## src/rtl/uart_cmd_ctrl.sv

```systemverilog
// UART command controller: parses A5/ADDR/DATA/CSUM frames from the RX byte stream and drives the LEDs.
// Optional LED blinking (blink_div register at ADDR 0x01) is built only when UART_CMD_BLINK_EN is defined.
module uart_cmd_ctrl #(
  parameter int unsigned      LED_W         = 8,
  parameter logic [LED_W-1:0] LED_RST       = '0,
  parameter int unsigned      TIMEOUT_BAUDS = 16,
  parameter int unsigned      BLINK_SCALE   = 1024
) (
  input  logic             clk,
  input  logic             rst_n,
  input  logic [7:0]       byte_in,
  input  logic             byte_valid,
  input  logic             baud_pulse,
  output logic [LED_W-1:0] led,
  output logic             busy,
  output logic             cmd_ok,
  output logic             cmd_err,
  output logic [1:0]       err_code
);

  localparam int unsigned TO_W = $clog2(TIMEOUT_BAUDS + 1);
  localparam logic [7:0]  HDR  = 8'hA5;

  localparam logic [1:0] ERR_CSUM    = 2'b01;
  localparam logic [1:0] ERR_TIMEOUT = 2'b10;
  localparam logic [1:0] ERR_ADDR    = 2'b11;

  localparam logic [7:0] ADDR_LED   = 8'h00;
  localparam logic [7:0] ADDR_BLINK = 8'h01;

  typedef enum logic [1:0] {S_IDLE, S_ADDR, S_DATA, S_CSUM} state_t;

  state_t           state;
  logic [7:0]       addr_q;
  logic [7:0]       data_q;
  logic [LED_W-1:0] led_q;
  logic [TO_W-1:0]  to_cnt;
  logic [7:0]       csum;
  logic             timeout_hit;

  assign csum = addr_q + data_q;
  assign busy = (state != S_IDLE);

  // A byte arriving on the same cycle as the final tick keeps the frame alive.
  assign timeout_hit = (state != S_IDLE) && baud_pulse && !byte_valid &&
                       (to_cnt == TO_W'(TIMEOUT_BAUDS - 1));

  // NOTE: every register uses non-blocking assignment so all state updates see pre-edge values.
  always_ff @(posedge clk or negedge rst_n) begin
    if (!rst_n) begin
      state    <= S_IDLE;
      addr_q   <= '0;
      data_q   <= '0;
      led_q    <= LED_RST;
      to_cnt   <= '0;
      cmd_ok   <= 1'b0;
      cmd_err  <= 1'b0;
      err_code <= '0;
    end else begin
      cmd_ok  <= 1'b0;
      cmd_err <= 1'b0;

      if (byte_valid || state == S_IDLE) begin
        to_cnt <= '0;
      end else if (baud_pulse) begin
        to_cnt <= to_cnt + TO_W'(1);
      end

      if (timeout_hit) begin
        state    <= S_IDLE;
        cmd_err  <= 1'b1;
        err_code <= ERR_TIMEOUT;
      end else if (byte_valid) begin
        unique case (state)
          S_IDLE: if (byte_in == HDR) state <= S_ADDR;
          S_ADDR: begin
            addr_q <= byte_in;
            state  <= S_DATA;
          end
          S_DATA: begin
            data_q <= byte_in;
            state  <= S_CSUM;
          end
          S_CSUM: begin
            state <= S_IDLE;
            if (byte_in != csum) begin
              cmd_err  <= 1'b1;
              err_code <= ERR_CSUM;
            end else if (addr_q == ADDR_LED) begin
              led_q  <= data_q[LED_W-1:0];
              cmd_ok <= 1'b1;
            end else if (addr_q == ADDR_BLINK) begin
              cmd_ok <= 1'b1;
            end else begin
              cmd_err  <= 1'b1;
              err_code <= ERR_ADDR;
            end
          end
          default: state <= S_IDLE;
        endcase
      end
    end
  end

`ifdef UART_CMD_BLINK_EN
  localparam int unsigned PS_W = 8 + $clog2(BLINK_SCALE) + 1;

  logic [7:0]      blink_div;
  logic [PS_W-1:0] prescale;
  logic [PS_W-1:0] blink_limit;
  logic            phase;
  logic            blink_wr;

  assign blink_limit = PS_W'(blink_div) * PS_W'(BLINK_SCALE);
  assign blink_wr    = byte_valid && !timeout_hit && (state == S_CSUM) &&
                       (byte_in == csum) && (addr_q == ADDR_BLINK);

  always_ff @(posedge clk or negedge rst_n) begin
    if (!rst_n) begin
      blink_div <= '0;
      prescale  <= '0;
      phase     <= 1'b0;
    end else if (blink_wr) begin
      blink_div <= data_q;
      prescale  <= '0;
      phase     <= 1'b0;
    end else if (blink_div == '0) begin
      prescale <= '0;
      phase    <= 1'b0;
    end else if (baud_pulse) begin
      if (prescale == blink_limit - PS_W'(1)) begin
        prescale <= '0;
        phase    <= ~phase;
      end else begin
        prescale <= prescale + PS_W'(1);
      end
    end
  end

  assign led = phase ? '0 : led_q;
`else
  assign led = led_q;
`endif

endmodule
```

## config.mk

```make
export PLATFORM = sky130hd
export DESIGN_NAME = uart_cmd_ctrl
export DESIGN_NICKNAME = d
export VERILOG_FILES = /design/src/rtl/uart_cmd_ctrl.sv
export SDC_FILE = /design/constraint.sdc
export NUM_CORES = 1
export LEC_CHECK = 0
export ABC_AREA = 1
export CORE_UTILIZATION = 40
export CTS_BUF_LIST = sky130_fd_sc_hd__clkbuf_8
export CTS_CLUSTER_SIZE = 10
export DETAILED_ROUTE_END_ITERATION = 12
export GPL_TIMING_DRIVEN = 0
export PLACE_DENSITY = 0.71
export SETUP_SLACK_MARGIN = 0.2
export SYNTH_ARGS = -nofsm -noshare
export SYNTH_HDL_FRONTEND = slang
export SYNTH_SLANG_ARGS = --single-unit
```

## constraint.sdc

```tcl
create_clock -name clk -period 2.42 [get_ports clk]
set_input_delay 0.605 -clock clk [delete_from_list [all_inputs] [get_ports clk]]
set_output_delay 0.605 -clock clk [all_outputs]
set_load 0.02 [all_outputs]
```

# Word level (Yosys, flattened, before mapping)
# Cells that the tools add are included.
[totals]
regBits = 35
output_inout_bits = 13
[op_classes]
addsub = 2
eq_ne = 10
mux = 24
n_bitwise = 2
reduce_logical = 16
[op_table]
columns = ["cell", "n"]
rows = [
  ["two-way mux 2 bit", 9],
  ["two-way mux 1 bit", 12],
  ["two-way mux 5 bit", 2],
  ["adder 8 bit", 1],
  ["equality test 8 x 1 -> 1 bit, second input constant", 1],
  ["equality test 8 bit, second input constant", 1],
  ["zero test 8 bit", 1],
  ["!= test 8 bit", 1],
  ["one-hot mux 2 bit (4 select lines)", 1],
  ["nonzero test 2 bit", 4],
  ["!= test 3 bit, second input constant", 2],
  ["AND reduction 3 bit", 2],
  ["adder 5 x 1 -> 5 bit, second input constant", 1],
  ["equality test 5 x 4 -> 1 bit, second input constant", 1],
  ["AND reduction 5 bit", 1],
  ["equality test 2 bit, second input constant", 2],
  ["AND reduction 4 bit", 1],
  ["logical AND 1 bit", 3],
  ["!= test 3 x 2 -> 1 bit, second input constant", 1],
  ["equality test 2 x 1 -> 1 bit, second input constant", 1],
  ["zero test 2 bit", 1],
  ["NOT 1 bit", 2],
  ["AND reduction 2 bit", 1],
  ["zero test 1 bit", 1],
  ["logical OR 1 bit", 1],
]

# Depth between registers and ports, before layout
# Gate-level depths: netlist (run 1).
[logic_depth]
ltp_word = 7
mapped_depth = 15

# Worst setup path before layout (run 1)
# Ideal clock, no wire load.
[synth_timing]
path_type = "reg2reg"
start = "register addr_q[0]"
end = "register led_q[0] (netlist: led[0])"
setup_time_ns = 0.117
arrival_ns = 1.971
t_required_ns = 2.303
path_slack_ns = 0.332
path_stages_with_launch = 16
path_buffers = 0
synth_period_minus_slack_ns = 2.088
cell_sequence = "dfrtp_1 ha_1 fa_1 inv_1 nand2_1 nand2_1 nor2_1 nand2_1 nor2_1 nand2_1 nor2_1 nand3_1 nor2_2 nand3_4 nand2_1 nand2_1"
[synth_via]
elab_chain_cells = 4
word_cells_on_any_way = 5
classes_between = "add/sub (1); eq/ne (1); bitwise (1); reduce/logical (2)"
[synth_rtl]
columns = ["element", "line_no", "source"]
rows = [
  ["start: declaration", "34", "logic [7:0] addr_q;"],
  ["start signal: assignment", "77", "addr_q <= byte_in;"],
  ["adder 8 bit", "41", "assign csum = addr_q + data_q;"],
  ["!= test 8 bit", "86", "if (byte_in != csum) begin"],
  ["NOT 1 bit (no source line)", "n/a", ""],
  ["AND reduction 5 bit (no source line) *", "n/a", ""],
  ["end signal: assignment", "90", "led_q <= data_q[LED_W-1:0];"],
  ["end: declaration", "36", "logic [LED_W-1:0] led_q;"],
]
# Every way passes the cells marked *; elsewhere a longest branch is shown, timed or not.
# A chain may end at the register's enable or synchronous reset.

# Final worst setup path (run 1)
[layout_timing]
start = "register data_q[0]"
end = "register led_q[3] (netlist: led[3])"
[layout_via]
elab_chain_cells = 4
[layout_rtl]
columns = ["element", "line_no", "source"]
rows = [
  ["start: declaration", "35", "logic [7:0] data_q;"],
  ["start signal: assignment", "81", "data_q <= byte_in;"],
  ["adder 8 bit", "41", ""],
  ["!= test 8 bit", "86", ""],
  ["NOT 1 bit (no source line)", "n/a", ""],
  ["AND reduction 5 bit (no source line)", "n/a", ""],
]
# No other way between the ends.

==> results of run 1 <==
-- layout make-up --
class | instances | area share (%)
multi-input cells | 192 | 40.74
flip-flops and latches | 35 | 33.67
repair buffers | 33 | 11.59
inverters | 46 | 6.638
clock buffers | 7 | 3.704
well taps | 67 | 3.223
plain buffers | 2 | 0.2886
clock inverters | 1 | 0.1443
-- critical path, cell delays in order, from the launching register on --
cell and delay (ns):
dfrtp_1 0.40, ha_2 0.19, fa_2 0.54, inv_1 0.04, nand2_1 0.05, nand2_1 0.04
nor2_1 0.08, nand2_1 0.06, nor2_2 0.10, nand2_1 0.07, nor2_2 0.10, nand3_2 0.13
nor2_4 0.12, nand3_4 0.12, nand2_1 0.09, nand2_1 0.05
-- registers in the layout (all words and copies together), names as in the netlist --
| signal | flops |
|---|---|
| err_code | 2 |
| to_cnt | 5 |
| cmd_ok | 1 |
| state | 2 |
| cmd_err | 1 |
| data_q | 8 |
| led | 8 |
| addr_q | 8 |
-- per-stage QoR --
stage / utilization (%) / TNS [ns] / worst slack (ns) / total power [mW]
floorplan: - / 0 / 0.3323 / 1.916
global placement: 49.37 / -0.4739 / -0.01306 / 2.186
detailed placement: 49.26 / -0.06333 / -0.01506 / 2.221
CTS: 53.08 / 0 / 0.1173 / 2.757
global route: 53.65 / -0.06639 / -0.01940 / 3.063
finish: 53.65 / 0 / 0.1209 / 2.785
-- routing by layer --
layer,up-vias,routed length [microns],GRT usage (%)
met5,-,0,0
met4,0,49,4.701
met3,7,177,3.930
met2,32,2213,29.80
met1,877,2047,24.46
li1,936,-,-
-- repair_timing --
action	4_1_cts	5_1_grt
setup endpoints to repair	13	12
gates resized for setup	9	6
pin swaps	6	6
buffers inserted	8	1
hold buffers	0	0
-- cells in the final DEF (no fill, tap or decap), types with 7 or more instances in the layout --
cell	instances
ha_1	12
nand3_1	18
o21ai_0	22
buf_4	9
clkdlybuf4s50_1	22
nor2_1	15
clkbuf_8	7
inv_1	45
nand2_1	90
dfrtp_1	35
-- power by group through the flow --
stage          sequential (mW)  combinational (mW)  clock (mW)
2_1_floorplan            0.857                1.06           0
3_3_place_gp             0.889                1.30           0
3_5_place_dp             0.895                1.33           0
4_1_cts                  0.880                1.41       0.469
5_1_grt                  0.907                1.66       0.496
6_report                 0.880                1.44       0.460
-- kinds of logic after synthesis --
| family | after synthesis |
|---|---|
| adder cells (fa/ha/maj) | 14 |
| flip-flops | 35 |
| AND/OR/NAND/NOR | 145 |
| XOR/XNOR | 5 |
| AO/OA/AOI/OAI | 28 |
| buffers and inverters | 48 |
-- worst max-delay path by stage --
stage | slack, ns | cells past startpoint | endpoint
2_1_floorplan | 0.33 | 15 | led[0]$_DFFE_PN0P_
3_3_place_gp | -0.01 | 1 | to_cnt[1]$_DFFE_PN0P_
3_5_place_dp | -0.02 | 11 | led[2]$_DFFE_PN0P_
4_1_cts | 0.12 | 15 | led[3]$_DFFE_PN0P_
5_1_grt | -0.02 | 14 | led[0]$_DFFE_PN0P_
6_report | 0.12 | 15 | led[3]$_DFFE_PN0P_
==> results.py, run 1 <==
metrics = {
    "status": {
        "status": "complete, no violations",
    },
    "drt": {
        "vias_per_cell": 4.836,
        "drt_pre_antenna_iters": 4,
        "drc": 0,
        "dr_total_vias": 1852,
        "drtIter0Drc": 91,
        "wl_per_cell_microns": 11.72,
        "drt_wl_total_mm": 4.487,
        "drtAntennaViolNets": 0,
    },
    "setup_path": {
        "rr_worst_depth": 15,
        "r2r_slack_ns": 0.12,
        "cp.required_ns": 2.60,
        "crit_type": "register to register",
        "end_kind": "register",
        "cp_max_fo": 8,
        "startpoint_type": "register",
        "r2r_start": "data_q[0]$_DFFE_PN0P_",
        "arrival_ns": 2.48,
        "rr_endpoint": "led[3]$_DFFE_PN0P_",
        "setup.worst_path.start": "data_q[0]$_DFFE_PN0P_",
    },
    "yosys": {
        "ys_top_cells_by_count": "93 x nand2_1, 44 x inv_1, 35 x dfrtp_1, 22 x o21ai_0, 20 x nand3_1",
        "synthesis.nets": 301,
        "ys_seq_area_share_pct": 42.32,
        "syn_inst": 275,
        "yosys_warnings": 0,
        "async_flop_share_pct": 100.0,
        "synth.avg_cell_area_sq_um": 7.525,
        "synth_compound_area_share_pct": 7.437,
        "yosysTopAreaCellShare_pct": 42.32,
        "synth_top_family_by_area": "simple AND/OR/NAND/NOR gates",
        "synth_xor_area_share_pct": 2.116,
        "synth_edf_count": 0,
        "synth_mux_area_share_pct": 0,
        "yosys_most_used_dff": "dfrtp_1",
        "ys_types": 26,
        "yosysTopAreaCell": "dfrtp_1",
        "yosys-top-cells-area": "dfrtp_1 42%, nand2_1 17%, inv_1 8.0%, ha_1 7.9%, o21ai_0 5.3%",
        "synth.most_common_cell": "nand2_1",
        "synthSimpleGateAreaFrac_pct": 30.59,
        "ys_seq_elements": 35,
        "synth-adder-area-share_pct": 8.827,
        "netlist_area_sq_um": 2069,
    },
    "grt": {
        "grtUsageTotal_pct": 18.17,
        "grt_start_max_net_pins": 36,
        "grt_pass1_vias": 1677,
        "overflow": 0,
        "grt_pass1_wl_mm": 7.583,
        "grt_antenna_before_repair": 0,
    },
    "sta": {
        "skew_ns": 0.004663,
        "rsz0062_at_grt": "yes",
        "finalHoldViolations": 0,
        "slew_headroom_pct": 48.65,
        "tightest_slew_ns": 0.7703,
        "min_period_over_period_pct": 95.00,
        "fmax_mhz": 435.0,
        "timing.hold.ws_ns": 0.3929,
        "finalSetupViolCount": 0,
        "finalMaxSlewViolations": 0,
        "period_minus_slack_ns": 2.299,
    },
    "cts": {
        "cts.sinks": 35,
        "clk_path_buf_depth": 2,
        "cts_max_level": 2,
        "cts_tree": "yes",
        "clkLatencyLatePin_ns": 0.28,
        "numCtsBuffers": 5,
        "cts-root-buf": "clkbuf_8",
        "cts.clk_slew.worst_paths_ns": 0.07,
    },
    "floorplan": {
        "rows": 25,
        "io_pins": 25,
        "initial_core_util_pct": 42.68,
        "core_sq_um": 4848,
        "die_x_microns": 73.93,
        "die_height_microns": 73.93,
        "die_area_sq_um": 5466,
    },
    "pwr": {
        "p_sw_share_pct": 44.75,
        "seqPwrFrac_pct": 31.6,
        "clkPwrFrac_pct": 16.5,
        "p_leak_nw": 1.390,
        "pwr-share-comb_pct": 51.9,
        "internal_power_mw": 1.539,
        "p_sw_mw": 1.246,
        "vdd_drop_max_mv": 0.5319,
        "cellPowerDensity_nw_per_um2": 1071,
    },
    "placed_design": {
        "routabilityCongestion": 0.7963,
        "port_buffers": 24,
        "placed_cell_area_sq_um": 2389,
        "dp.cells": 366,
        "hpwl_mm": 3.312,
    },
    "cells_and_area": {
        "seq_area_sq_um": 875.8,
        "multi_input_area_sq_um": 1060,
        "nets": 341,
        "stdcell_area_sq_um": 2601,
        "instances_no_fill": 383,
        "antennaDiodeCount": 0,
        "drive_gt1_share_pct": 12.66,
        "fillers": 459,
        "syn_to_final_growth_pct": 25.70,
    },
    "run": {
        "maxCapViolCount": 0,
    },
    "hold_path": {
        "min_path_type": "input pin to asynchronous set/reset pin",
    },
}
Power figures use the tool's default switching activity.
==> run 2, diff against run 1 <==
--- a/config.mk
+++ b/config.mk
@@ -16,3 +16,4 @@
 export SYNTH_ARGS = -nofsm -noshare
 export SYNTH_HDL_FRONTEND = slang
 export SYNTH_SLANG_ARGS = --single-unit
+export TNS_END_PERCENT = 1
==> results.py, run 2 (synthesis results as in run 1) <==
metrics = {
    "drt": {
        "vias_per_cell": 4.798,
        "drtIter0Drc": 85,
        "wl_per_cell_microns": 11.55,
        "dr_total_vias": 1828,
        "drc": 0,
        "drt_wl_total_mm": 4.400,
        "drt_pre_antenna_iters": 4,
        "drtAntennaViolNets": 0,
    },
    "cts": {
        "cts.clk_slew.worst_paths_ns": 0.07,
        "cts.sinks": 35,
        "clkLatencyLatePin_ns": 0.28,
        "ctsHoldBuffers": 0,
        "cts_max_level": 2,
        "cts-root-buf": "clkbuf_8",
        "cts_tree": "yes",
        "numCtsBuffers": 5,
        "clk_path_buf_depth": 2,
    },
    "sta": {
        "finalMaxSlewViolations": 0,
        "rsz0062_at_grt": "yes",
        "finalHoldViolations": 0,
        "min_period_over_period_pct": 94.50,
        "tightest_slew_ns": 0.7676,
        "fmax_mhz": 437.3,
        "finalSetupViolCount": 0,
        "skew_ns": 0.005147,
        "slew_headroom_pct": 48.83,
        "period_minus_slack_ns": 2.287,
    },
    "cells_and_area": {
        "antennaDiodeCount": 0,
        "drive_gt1_share_pct": 10.83,
        "fillers": 467,
        "syn_to_final_growth_pct": 24.30,
        "nets": 339,
        "instances_no_fill": 381,
        "layout_commonest_cell": "nand2_1",
        "stdcell_area_sq_um": 2572,
        "fin_util_pct": 53.06,
        "final_cell_mix": "93 x nand2_1, 45 x inv_1, 35 x dfrtp_1",
    },
    "placed_design": {
        "routabilityCongestion": 0.7963,
        "placed_cell_area_sq_um": 2389,
        "dp.cells": 366,
        "port_buffers": 24,
        "hpwl_mm": 3.312,
    },
    "pwr": {
        "p_sw_share_pct": 44.49,
        "cellPowerDensity_nw_per_um2": 1072,
        "clkPwrFrac_pct": 16.8,
        "p_leak_nw": 1.384,
        "p_sw_mw": 1.227,
        "seqPwrFrac_pct": 31.9,
        "pwr-share-comb_pct": 51.3,
        "vdd_drop_max_mv": 0.5309,
        "internal_power_mw": 1.531,
    },
    "setup_path": {
        "path_cells": "ha_2 > fa_2 > inv_1 > nand2_1 > nand2_1 > nor2_1 > nand2_1 > nor2_2 > nand2_1 > nor2_2 > nand3_2 > nor2_4 > nand3_4 > nand2_1 > nand2_1",
        "setup.worst_path.start": "data_q[0]$_DFFE_PN0P_",
        "crit_type": "register to register",
        "end_kind": "register",
        "crit_path_frequent_cell": "nand2_1",
        "cp_max_fo": 8,
        "r2r_start": "data_q[0]$_DFFE_PN0P_",
        "startpoint_type": "register",
        "critPathSlowestCell": "fa_2",
        "critPathMaxStageDelay_ns": 0.54,
        "arrival_ns": 2.46,
        "cp.required_ns": 2.59,
    },
    "hold_path": {
        "min_path_type": "input pin to asynchronous set/reset pin",
    },
    "floorplan": {
        "die_x_microns": 73.93,
        "core_sq_um": 4848,
        "die_area_sq_um": 5466,
        "io_pins": 25,
        "rows": 25,
        "die_height_microns": 73.93,
        "initial_core_util_pct": 42.68,
    },
    "grt": {
        "grt_use_met1_pct": 24.46,
        "grt_pass1_vias": 1679,
        "grt.met2_usage_pct": 29.80,
        "grt_pass1_wl_mm": 7.583,
        "grtUsageTotal_pct": 18.17,
        "busiest_layer": "met2",
        "grt_antenna_before_repair": 0,
        "use_met3_pct": 3.930,
        "overflow": 0,
        "grt_start_max_net_pins": 36,
    },
    "run": {
        "maxCapViolCount": 0,
    },
    "status": {
        "status": "complete, no violations",
    },
}
## run 2: cell count changes in the layout (fill, tap and decap cells not counted), sizes merged
cell,previous run,this run
buf,10,8
dlygate4sd2,1,0
dlymetal6s2s,0,1
## run 2: cell type report
class	count	area, sq um	area share [%]
tap	67	83.83	3.259
clock inverter	1	3.754	0.1459
sequential	35	875.8	34.05
inverter	46	172.7	6.712
multi-input combinational	192	1042	40.52
buffer	2	7.507	0.2918
timing repair buffer	31	290.3	11.28
clock buffer	7	96.34	3.745
## run 2: through the flow
step                power (mW)  hold WS (ns)  worst slack (ns)  setup TNS, ns
floorplan                1.916        0.3094            0.3323              0
global placement         2.186        0.4543          -0.01306        -0.4739
detailed placement       2.221        0.4594          -0.01506       -0.06333
CTS                      2.757        0.4206            0.1134              0
global route             3.039        0.4454         -0.009861       -0.02245
finish                   2.758        0.3897            0.1332              0
## run 2: what timing repair did
item | CTS | global route
buffers inserted | 7 | 0
pin swaps | 3 | 3
setup endpoints to repair | 13 | 13
gates resized for setup | 7 | 3
## run 2: worst paths after layout
path	to	slack, ns	cells after the start
min reg2reg	led[6]$_DFFE_PN0P_	0.47	2
max	led[2]$_DFFE_PN0P_	0.13	15
min	data_q[6]$_DFFE_PN0P_	0.39	1
max in group asynchronous	addr_q[1]$_DFFE_PN0P_	1.53	1
min in group clk	led[6]$_DFFE_PN0P_	0.47	2
max reg2reg	led[2]$_DFFE_PN0P_	0.13	15
## run 2: critical path: cells and delay by family (launching register included)
| kind | cells | cell delay (ns) |
|---|---|---|
| buffers and inverters | 1 | 0.04 |
| and+or+nand+nor | 12 | 1.00 |
| DFF | 1 | 0.40 |
| adders and majority gates | 2 | 0.73 |
## run 2: power groups by stage
| stage | sequential [mW] | combinational [mW] | clock (mW) |
|---|---|---|---|
| detailed placement | 0.895 | 1.33 | 0 |
| floorplan | 0.857 | 1.06 | 0 |
| global route | 0.907 | 1.64 | 0.496 |
| CTS | 0.880 | 1.41 | 0.469 |
| finish | 0.880 | 1.41 | 0.464 |
| global placement | 0.889 | 1.30 | 0 |
## run 2: routing by layer
layer / up-vias / share of wire [%]
met5: - / 0
met4: 0 / 1.0
met3: 7 / 3.2
met2: 25 / 49
met1: 861 / 46
li1: 935 / -
==> run 3, diff against run 2 <==
--- a/config.mk
+++ b/config.mk
@@ -8,8 +8,10 @@
 export ABC_AREA = 1
 export CORE_UTILIZATION = 40
 export CTS_BUF_LIST = sky130_fd_sc_hd__clkbuf_8
+export CTS_CLUSTER_DIAMETER = 60
 export CTS_CLUSTER_SIZE = 10
 export DETAILED_ROUTE_END_ITERATION = 12
+export GPL_ROUTABILITY_DRIVEN = 0
 export GPL_TIMING_DRIVEN = 0
 export PLACE_DENSITY = 0.71
 export SETUP_SLACK_MARGIN = 0.2
==> results of run 3 <==
Final layout, timing and power as in run 2 (identical DEF).
